===== config.mk =====
export PLATFORM = sky130hd
export DESIGN_NAME = eq_band_mixer_flat
export DESIGN_NICKNAME = d
export VERILOG_FILES = /design/src/rtl/eq_band_mixer_pkg.sv /design/src/rtl/eq_band_mixer_if.sv /design/src/rtl/eq_band_mixer_mac_unit.sv /design/src/rtl/eq_band_mixer.sv /design/src/flat_wrapper.sv
export SDC_FILE = /design/constraint.sdc
export NUM_CORES = 2
export LEC_CHECK = 0
export BUFFER_PORTS_ARGS = -buffer_cell sky130_fd_sc_hd__buf_2
export CAP_MARGIN = 25
export CORE_MARGIN = 4
export CORE_UTILIZATION = 48
export CTS_CLUSTER_DIAMETER = 80
export DETAILED_ROUTE_END_ITERATION = 8
export GPL_TIMING_DRIVEN = 0
export PLACE_DENSITY = 0.73
export SYNTH_ARGS = -nofsm -noshare
export SYNTH_HDL_FRONTEND = slang
export SYNTH_SLANG_ARGS = --single-unit

===== constraint.sdc =====
create_clock -name clk -period 23.9 [get_ports clk]
set_input_delay 4.78 -clock clk [delete_from_list [all_inputs] [get_ports clk]]
set_output_delay 4.78 -clock clk [all_outputs]
set_load 0.1 [all_outputs]

===== src/rtl/eq_band_mixer_pkg.sv =====
// +-----------------------------------------------------------------------+
// | eq_band_mixer_pkg : shared constants, FSM encodings, band slice helper |
// | Revision: 1.0                                                         |
// +-----------------------------------------------------------------------+
`default_nettype none

package eq_band_mixer_pkg;

  localparam int NUM_BANDS = 10;
  localparam int DATA_W    = 24;
  localparam int GAIN_W    = 16;
  localparam int GAIN_FRAC = 14;
  localparam int ACC_W     = 44;
  localparam int PROD_W    = DATA_W + GAIN_W;
  localparam int BUS_W     = NUM_BANDS * DATA_W;

  localparam logic signed [GAIN_W-1:0] GAIN_UNITY = 16'sh4000;
  localparam logic [3:0]               LAST_BAND  = 4'(NUM_BANDS - 1);

  localparam logic [2:0] ST_IDLE = 3'd0;
  localparam logic [2:0] ST_CAPT = 3'd1;
  localparam logic [2:0] ST_ACC  = 3'd2;
  localparam logic [2:0] ST_RND  = 3'd3;
  localparam logic [2:0] ST_OUT  = 3'd4;

  function automatic logic signed [DATA_W-1:0] band_at(input logic [BUS_W-1:0] bands,
                                                       input logic [3:0]       idx);
    return $signed(bands[idx*DATA_W +: DATA_W]);
  endfunction

endpackage

`default_nettype wire


===== src/rtl/eq_band_mixer_if.sv =====
// +-----------------------------------------------------------------------+
// | eq_band_mixer_if : sample/gain/result bundle of the band mixer        |
// | Revision: 1.0                                                         |
// +-----------------------------------------------------------------------+
`default_nettype none

interface eq_band_mixer_if;
  import eq_band_mixer_pkg::*;

  logic              sample_valid;
  logic [BUS_W-1:0]  band_in;
  logic              gain_wr_en;
  logic [3:0]        gain_addr;
  logic [GAIN_W-1:0] gain_wr_data;
  logic [DATA_W-1:0] audio_out;
  logic              out_valid;
  logic              busy;
  logic              sat_flag;
  logic              drop_flag;

  modport master (
    output sample_valid, band_in, gain_wr_en, gain_addr, gain_wr_data,
    input  audio_out, out_valid, busy, sat_flag, drop_flag
  );

  modport slave (
    input  sample_valid, band_in, gain_wr_en, gain_addr, gain_wr_data,
    output audio_out, out_valid, busy, sat_flag, drop_flag
  );

endinterface

`default_nettype wire


===== src/rtl/eq_band_mixer_mac_unit.sv =====
// +-----------------------------------------------------------------------+
// | eq_mac_unit : signed MAC with clear, Q2.14 round-half-up and optional |
// | clipping selected by EQ_MIX_SAT_EN.   Revision: 1.0                   |
// +-----------------------------------------------------------------------+
`default_nettype none

module eq_mac_unit
  import eq_band_mixer_pkg::*;
(
  input  logic                     clk,
  input  logic                     rst_n,
  input  logic                     clr_i,
  input  logic                     en_i,
  input  logic signed [DATA_W-1:0] band_i,
  input  logic signed [GAIN_W-1:0] gain_i,
  output logic [DATA_W-1:0]        result_o,
  output logic                     sat_o
);

  localparam logic signed [ACC_W-1:0] c_round_half = ACC_W'(1) <<< (GAIN_FRAC - 1);

  logic signed [PROD_W-1:0] w_prod;
  logic signed [ACC_W-1:0]  acc_q, acc_d;
  logic signed [ACC_W-1:0]  w_sum, w_r;

  assign w_prod = PROD_W'(band_i) * PROD_W'(gain_i);
  assign w_sum  = acc_q + c_round_half;
  assign w_r    = w_sum >>> GAIN_FRAC;

  always_comb begin
    acc_d = acc_q;
    if (clr_i) begin
      acc_d = '0;
    end else if (en_i) begin
      acc_d = acc_q + ACC_W'(w_prod);
    end
  end

  always_ff @(posedge clk or negedge rst_n) begin
    if (!rst_n) begin
      acc_q <= '0;
    end else begin
      acc_q <= acc_d;
    end
  end

`ifdef EQ_MIX_SAT_EN
  logic w_pos_ovf, w_neg_ovf;

  // Out of range whenever the bits above the 24-bit sign do not all match it.
  assign w_pos_ovf = ~w_r[ACC_W-1] &  (|w_r[ACC_W-2:DATA_W-1]);
  assign w_neg_ovf =  w_r[ACC_W-1] & ~(&w_r[ACC_W-2:DATA_W-1]);
  assign result_o  = w_pos_ovf ? {1'b0, {(DATA_W-1){1'b1}}} :
                     w_neg_ovf ? {1'b1, {(DATA_W-1){1'b0}}} :
                                 w_r[DATA_W-1:0];
  assign sat_o     = w_pos_ovf | w_neg_ovf;
`else
  logic [ACC_W-DATA_W-1:0] w_unused_hi;

  assign w_unused_hi = w_r[ACC_W-1:DATA_W];
  assign result_o    = w_r[DATA_W-1:0];
  assign sat_o       = 1'b0;
`endif

endmodule

`default_nettype wire


===== src/rtl/eq_band_mixer.sv =====
// +-----------------------------------------------------------------------+
// | eq_band_mixer : per-band gain and recombination of 10 EQ bands, one   |
// | band per clock; clipping via EQ_MIX_SAT_EN.   Revision: 1.0           |
// +-----------------------------------------------------------------------+
`default_nettype none

module eq_band_mixer
  import eq_band_mixer_pkg::*;
(
  input  logic         clk,
  input  logic         rst_n,
  eq_band_mixer_if.slave bus
);

  logic [2:0]               state_q, state_d;
  logic [3:0]               idx_q, idx_d;
  logic [BUS_W-1:0]         band_q;
  logic signed [GAIN_W-1:0] gain_q     [NUM_BANDS];
  logic signed [GAIN_W-1:0] gain_act_q [NUM_BANDS];
  logic [DATA_W-1:0]        audio_q;
  logic                     sat_q, drop_q;

  logic              w_start;
  logic              w_acc_clr, w_acc_en, w_ld_out, w_busy, w_out_valid;
  logic [DATA_W-1:0] w_result;
  logic              w_sat;

  assign w_start = (state_q == ST_IDLE) && bus.sample_valid;

  always_ff @(posedge clk or negedge rst_n) begin
    if (!rst_n) begin
      state_q <= ST_IDLE;
    end else begin
      state_q <= state_d;
    end
  end

  always_comb begin
    state_d = state_q;
    case (state_q)
      ST_IDLE: if (bus.sample_valid) state_d = ST_CAPT;
      ST_CAPT: state_d = ST_ACC;
      ST_ACC:  if (idx_q == LAST_BAND) state_d = ST_RND;
      ST_RND:  state_d = ST_OUT;
      ST_OUT:  state_d = ST_IDLE;
      default: state_d = ST_IDLE;
    endcase
  end

  always_comb begin
    w_acc_clr   = (state_q == ST_CAPT);
    w_acc_en    = (state_q == ST_ACC);
    w_ld_out    = (state_q == ST_RND);
    w_out_valid = (state_q == ST_OUT);
    w_busy      = (state_q == ST_CAPT) || (state_q == ST_ACC) || (state_q == ST_RND);
  end

  always_comb begin
    idx_d = idx_q;
    if (w_acc_clr) begin
      idx_d = '0;
    end else if (w_acc_en && (idx_q != LAST_BAND)) begin
      idx_d = idx_q + 4'd1;
    end
  end

  // Bands and the active gain set are frozen on the accepting edge, so a gain
  // write landing on that same edge only reaches the shadow copy.
  always_ff @(posedge clk or negedge rst_n) begin
    if (!rst_n) begin
      idx_q  <= '0;
      band_q <= '0;
    end else begin
      idx_q <= idx_d;
      if (w_start) band_q <= bus.band_in;
    end
  end

  for (genvar k = 0; k < NUM_BANDS; k++) begin : g_gain
    always_ff @(posedge clk or negedge rst_n) begin
      if (!rst_n) begin
        gain_q[k]     <= GAIN_UNITY;
        gain_act_q[k] <= GAIN_UNITY;
      end else begin
        if (bus.gain_wr_en && (bus.gain_addr == 4'(k))) gain_q[k] <= bus.gain_wr_data;
        if (w_start) gain_act_q[k] <= gain_q[k];
      end
    end
  end

  eq_mac_unit u_mac (
    .clk      (clk),
    .rst_n    (rst_n),
    .clr_i    (w_acc_clr),
    .en_i     (w_acc_en),
    .band_i   (band_at(band_q, idx_q)),
    .gain_i   (gain_act_q[idx_q]),
    .result_o (w_result),
    .sat_o    (w_sat)
  );

  always_ff @(posedge clk or negedge rst_n) begin
    if (!rst_n) begin
      audio_q <= '0;
      sat_q   <= 1'b0;
      drop_q  <= 1'b0;
    end else begin
      if (w_ld_out) begin
        audio_q <= w_result;
        if (w_sat) sat_q <= 1'b1;
      end
      if (bus.sample_valid && (state_q != ST_IDLE)) drop_q <= 1'b1;
    end
  end

  assign bus.audio_out = audio_q;
  assign bus.out_valid = w_out_valid;
  assign bus.busy      = w_busy;
  assign bus.sat_flag  = sat_q;
  assign bus.drop_flag = drop_q;

endmodule

`default_nettype wire


===== src/flat_wrapper.sv =====
// flat-port wrapper written by rule: the top's interface ports become plain ports
module eq_band_mixer_flat import eq_band_mixer_pkg::*;
  (clk, rst_n, bus_sample_valid, bus_band_in, bus_gain_wr_en, bus_gain_addr, bus_gain_wr_data, bus_audio_out, bus_out_valid, bus_busy, bus_sat_flag, bus_drop_flag);
  eq_band_mixer_if bus_i ();
  input  logic clk;
  input  logic rst_n;
  input wire logic [$bits(bus_i.sample_valid)-1:0] bus_sample_valid;
  input wire logic [$bits(bus_i.band_in)-1:0] bus_band_in;
  input wire logic [$bits(bus_i.gain_wr_en)-1:0] bus_gain_wr_en;
  input wire logic [$bits(bus_i.gain_addr)-1:0] bus_gain_addr;
  input wire logic [$bits(bus_i.gain_wr_data)-1:0] bus_gain_wr_data;
  output wire logic [$bits(bus_i.audio_out)-1:0] bus_audio_out;
  output wire logic [$bits(bus_i.out_valid)-1:0] bus_out_valid;
  output wire logic [$bits(bus_i.busy)-1:0] bus_busy;
  output wire logic [$bits(bus_i.sat_flag)-1:0] bus_sat_flag;
  output wire logic [$bits(bus_i.drop_flag)-1:0] bus_drop_flag;
  assign bus_i.sample_valid = bus_sample_valid;
  assign bus_i.band_in = bus_band_in;
  assign bus_i.gain_wr_en = bus_gain_wr_en;
  assign bus_i.gain_addr = bus_gain_addr;
  assign bus_i.gain_wr_data = bus_gain_wr_data;
  assign bus_audio_out = bus_i.audio_out;
  assign bus_out_valid = bus_i.out_valid;
  assign bus_busy = bus_i.busy;
  assign bus_sat_flag = bus_i.sat_flag;
  assign bus_drop_flag = bus_i.drop_flag;
  eq_band_mixer u_core (.clk(clk), .rst_n(rst_n), .bus(bus_i));
endmodule

==> impl_results.md <==
* Max FO, Critical Path at 10
* Fin area at 0.0468 sq mm
* Die Height at 300 microns
* Clock Skew at 0.0854 ns
* Max cap viols at 0
* Crit. End Element: flip-flop
* Worst path max stage delay at 0.94 ns
* Fin crit share at 41.8%
* Setup violations, final at 0
* Max Slew Vio Count at 0
* Vias at 27,376
* Clk Latency, worst-skew pair at 0.66 ns
* Slew Limit Headroom at 24.4%
* Mapped Cells at 3,341
* Cts bufs inserted at 74
* Vias in the first global route at 29,466
* Mapped Area at 0.0410 sq mm
* Largest net degree at the start of global routing at 125
* GR peak layer: met2
* Met2 usage in global routing at 41.3%
* Drt drc at 0
* Number of synthesized flops with an enable pin at 0
* Port-buffer cells at 274
* FP Rows at 106
* Layout area overhead at 14.1%
* Top_reg_cell synth: dfrtp_1
* Met3 usage at 8.77%
* Fin Setup TNS at 0 ns
* Syn nets at 4,113
* WL final at 118,000 microns
* Clk slew on worst S/H paths at 0.06 ns
* Nets at 4,485
* DP HPWL at 91,100 microns
* First-pass GRT wire length at 181,000 microns
* Drt wl/cell at 24.0 microns
* Final worst path period need at 10.00 ns
* Hold Path Class: flip-flop to flip-flop
* Critical path origin: u_core.idx_q[1]$_DFFE_PN0P_
* Share of layout cells above drive strength 1 at 29.8%
* Pre-Repair DR Iteration Count at 7
* Min-delay src: u_core.bus.drop_flag$_DFFE_PN0P_
* Sequential fraction of the synthesis area at 38.5%
* Global routing usage on met1 at 34.9%
* Final GP Congestion at 0.988
* Status: finished clean
* RSZ-0062 raised after global routing: no
* Post-synth ARST share at 100%
* Post-CTS sizing at 0
* CP dominant cell by count: fa_1
* Max Fclk at 0.100 GHz
* Initial Util at 48.8%
* Gr usage total at 26.6%
* Slowest cell on crit path: o22ai_1
* Die width at 300 microns
* FILL cells at 6,964
* Via/cell ratio at 5.56
* Arr. time, crit path at 10.47 ns
* Required time worst endpoint at 24.37 ns
* Sink Count at 630
* Clock Path Buffers at 3
* Initial drt markers at 2,043
* Worst r2r src: u_core.idx_q[1]$_DFFE_PN0P_
* Yosys reg bits at 630
* Synth warnings at 0
* Distinct cell type count after synthesis at 57
* Remaining antenna violation count at 0
* Postcts setup bufs at 0
* Startpoint Class: flip-flop
* Syn Area/Cell at 12.3 sq um
* Final Hold Vio Count at 0
* Area of placed instances at 0.0441 sq mm
* Clk root buf: clkbuf_16
* CTS tree: done
* CTS H-Tree Depth at 3
* Initial antenna violation count at 28
* Worst-margin pin slew at 1.13 ns
* Global route overflow at 0
* Cts hold-fix bufs at 0
* Total die area at 0.0901 sq mm
* I/O pins at 292
* Core Box Area at 0.0841 sq mm
* Crit Path Class: flip-flop to flip-flop
==> final cells by class <==
class	count	area (sq um)	share of cell area (%)
clock inverters	24	433	0.926
multi-input cells	2074	22700	48.6
inverters	467	1750	3.75
repair buffers	296	1690	3.62
diodes	16	40.0	0.0856
clock buffers	111	2170	4.65
plain buffers	170	726	1.55
flip-flops and latches	630	15800	33.8
well taps	1134	1420	3.03
==> path summary, 6_finish.rpt <==
kind / to / slack [ns] / cells after the start
setup / recovery: u_core.u_mac.acc_q[37]$_DFFE_PN0P_ / 13.90 / 30
hold / removal: u_core.bus.drop_flag$_DFFE_PN0P_ / 0.46 / 1
setup reg to reg: u_core.u_mac.acc_q[37]$_DFFE_PN0P_ / 13.90 / 30
hold reg to reg: u_core.bus.drop_flag$_DFFE_PN0P_ / 0.46 / 1
max in group asynchronous: u_core.band_q[224]$_DFFE_PN0P_ / 17.10 / 5
min in group asynchronous: u_core.gain_q[39]$_DFFE_PN0P_ / 4.13 / 1
==> routing by layer <==
layer | up-vias | routed length (microns)
li1 | 11736 | -
met1 | 14014 | 46700
met2 | 1288 | 53500
met3 | 312 | 12400
met4 | 26 | 5350
met5 | - | 173
==> placed cells by master, fill, tap and decap left out, types with 8 or more instances in the layout <==
| cell type | instances |
|---|---|
| dfrtp_1 | 610 |
| mux2_2 | 561 |
| inv_1 | 466 |
| fa_1 | 396 |
| buf_2 | 297 |
| nand2_1 | 252 |
| nor2_1 | 184 |
| clkbuf_1 | 128 |
| ha_1 | 112 |
| mux2i_1 | 80 |
| mux4_2 | 80 |
| clkbuf_16 | 75 |
| o21ai_0 | 56 |
| xnor2_1 | 43 |
| o22ai_1 | 35 |
| xor2_1 | 34 |
| and2_1 | 29 |
| a21oi_1 | 29 |
| buf_1 | 25 |
| o22a_1 | 24 |
| buf_4 | 22 |
| nand2b_1 | 21 |
| dfstp_2 | 20 |
| nand3_1 | 18 |
| diode_2 | 16 |
| clkbuf_8 | 16 |
| and3_1 | 11 |
| a22o_1 | 11 |
| nand4_1 | 9 |
| or2_2 | 8 |
| a21o_1 | 8 |
| o21bai_1 | 8 |
==> synthesized netlist by cell type (all sizes together) (7+ instances only) <==
cell      n  area, sq um
o22a     24          210
nor2    184          691
mux4     80         1800
o21bai    8         60.1
a22o     11         96.3
mux2    561         6320
a31oi     7         43.8
nand3    19          100
o21ai    60          300
mux2i    80          801
nand4     9         56.3
nand2b   21          131
nor2b     7         43.8
and3     11         68.8
ha      112         1400
inv     467         1750
clkbuf  108          405
o22ai    35          219
and2     29          181
xor2     34          298
xnor2    43          377
dfrtp   610        15300
dfstp    20          526
a21oi    30          154
a21o      8         60.1
buf      62          320
fa      396         7930
or2       8         50.1
nand2   252          946
==> cell families (layout without fill, tap and decap cells) <==
group	after synthesis	in the layout	share of synthesized area (%)
buffers and inverters	637	1068	6.05
AOI/OAI and AO/OA	203	203	3.30
adders and majority gates	508	508	22.8
muxes	721	721	21.8
DFF	630	630	38.5
xor gates and xnor gates	77	77	1.65
and+or+nand+nor	564	564	5.96
other	1	17	0.00915
==> critical path: cells and delay by family, from the launching register on <==
family,cells,cell delay (ns)
flops,1,0.39
xor+xnor,1,0.15
fa+ha+maj,7,3.47
compound gates,5,2.01
mux,2,0.55
simple gates,5,0.84
buf+inv,10,2.38
==> flip-flops by register name, indices dropped and copies added, names as in the netlist <==
register and count:
u_core.band_q 240, u_core.gain_q 160, u_core.u_mac.acc_q 38, u_core.gain_act_q 160, u_core.bus.drop_flag 1, u_core.idx_q 4, u_core.bus.audio_out 24, u_core.state_q 3
==> stage by stage <==
| stage | instances | worst slack [ns] | hold WS (ns) | util, % |
|---|---|---|---|---|
| floorplan | 3341 | 16.07 | 0.456 | - |
| global placement | 4749 | 4.87 | 0.454 | 52.1 |
| detailed placement | 4768 | 14.18 | 0.453 | 52.4 |
| CTS | 4903 | 14.15 | 0.469 | 55.5 |
| global route | 4912 | 13.78 | 0.491 | 55.6 |
| finish | 4922 | 13.90 | 0.459 | 55.6 |
Power is left out: the tool's default activity adds up to more than one toggle a clock period on the data nets, which glitch-free logic cannot reach.
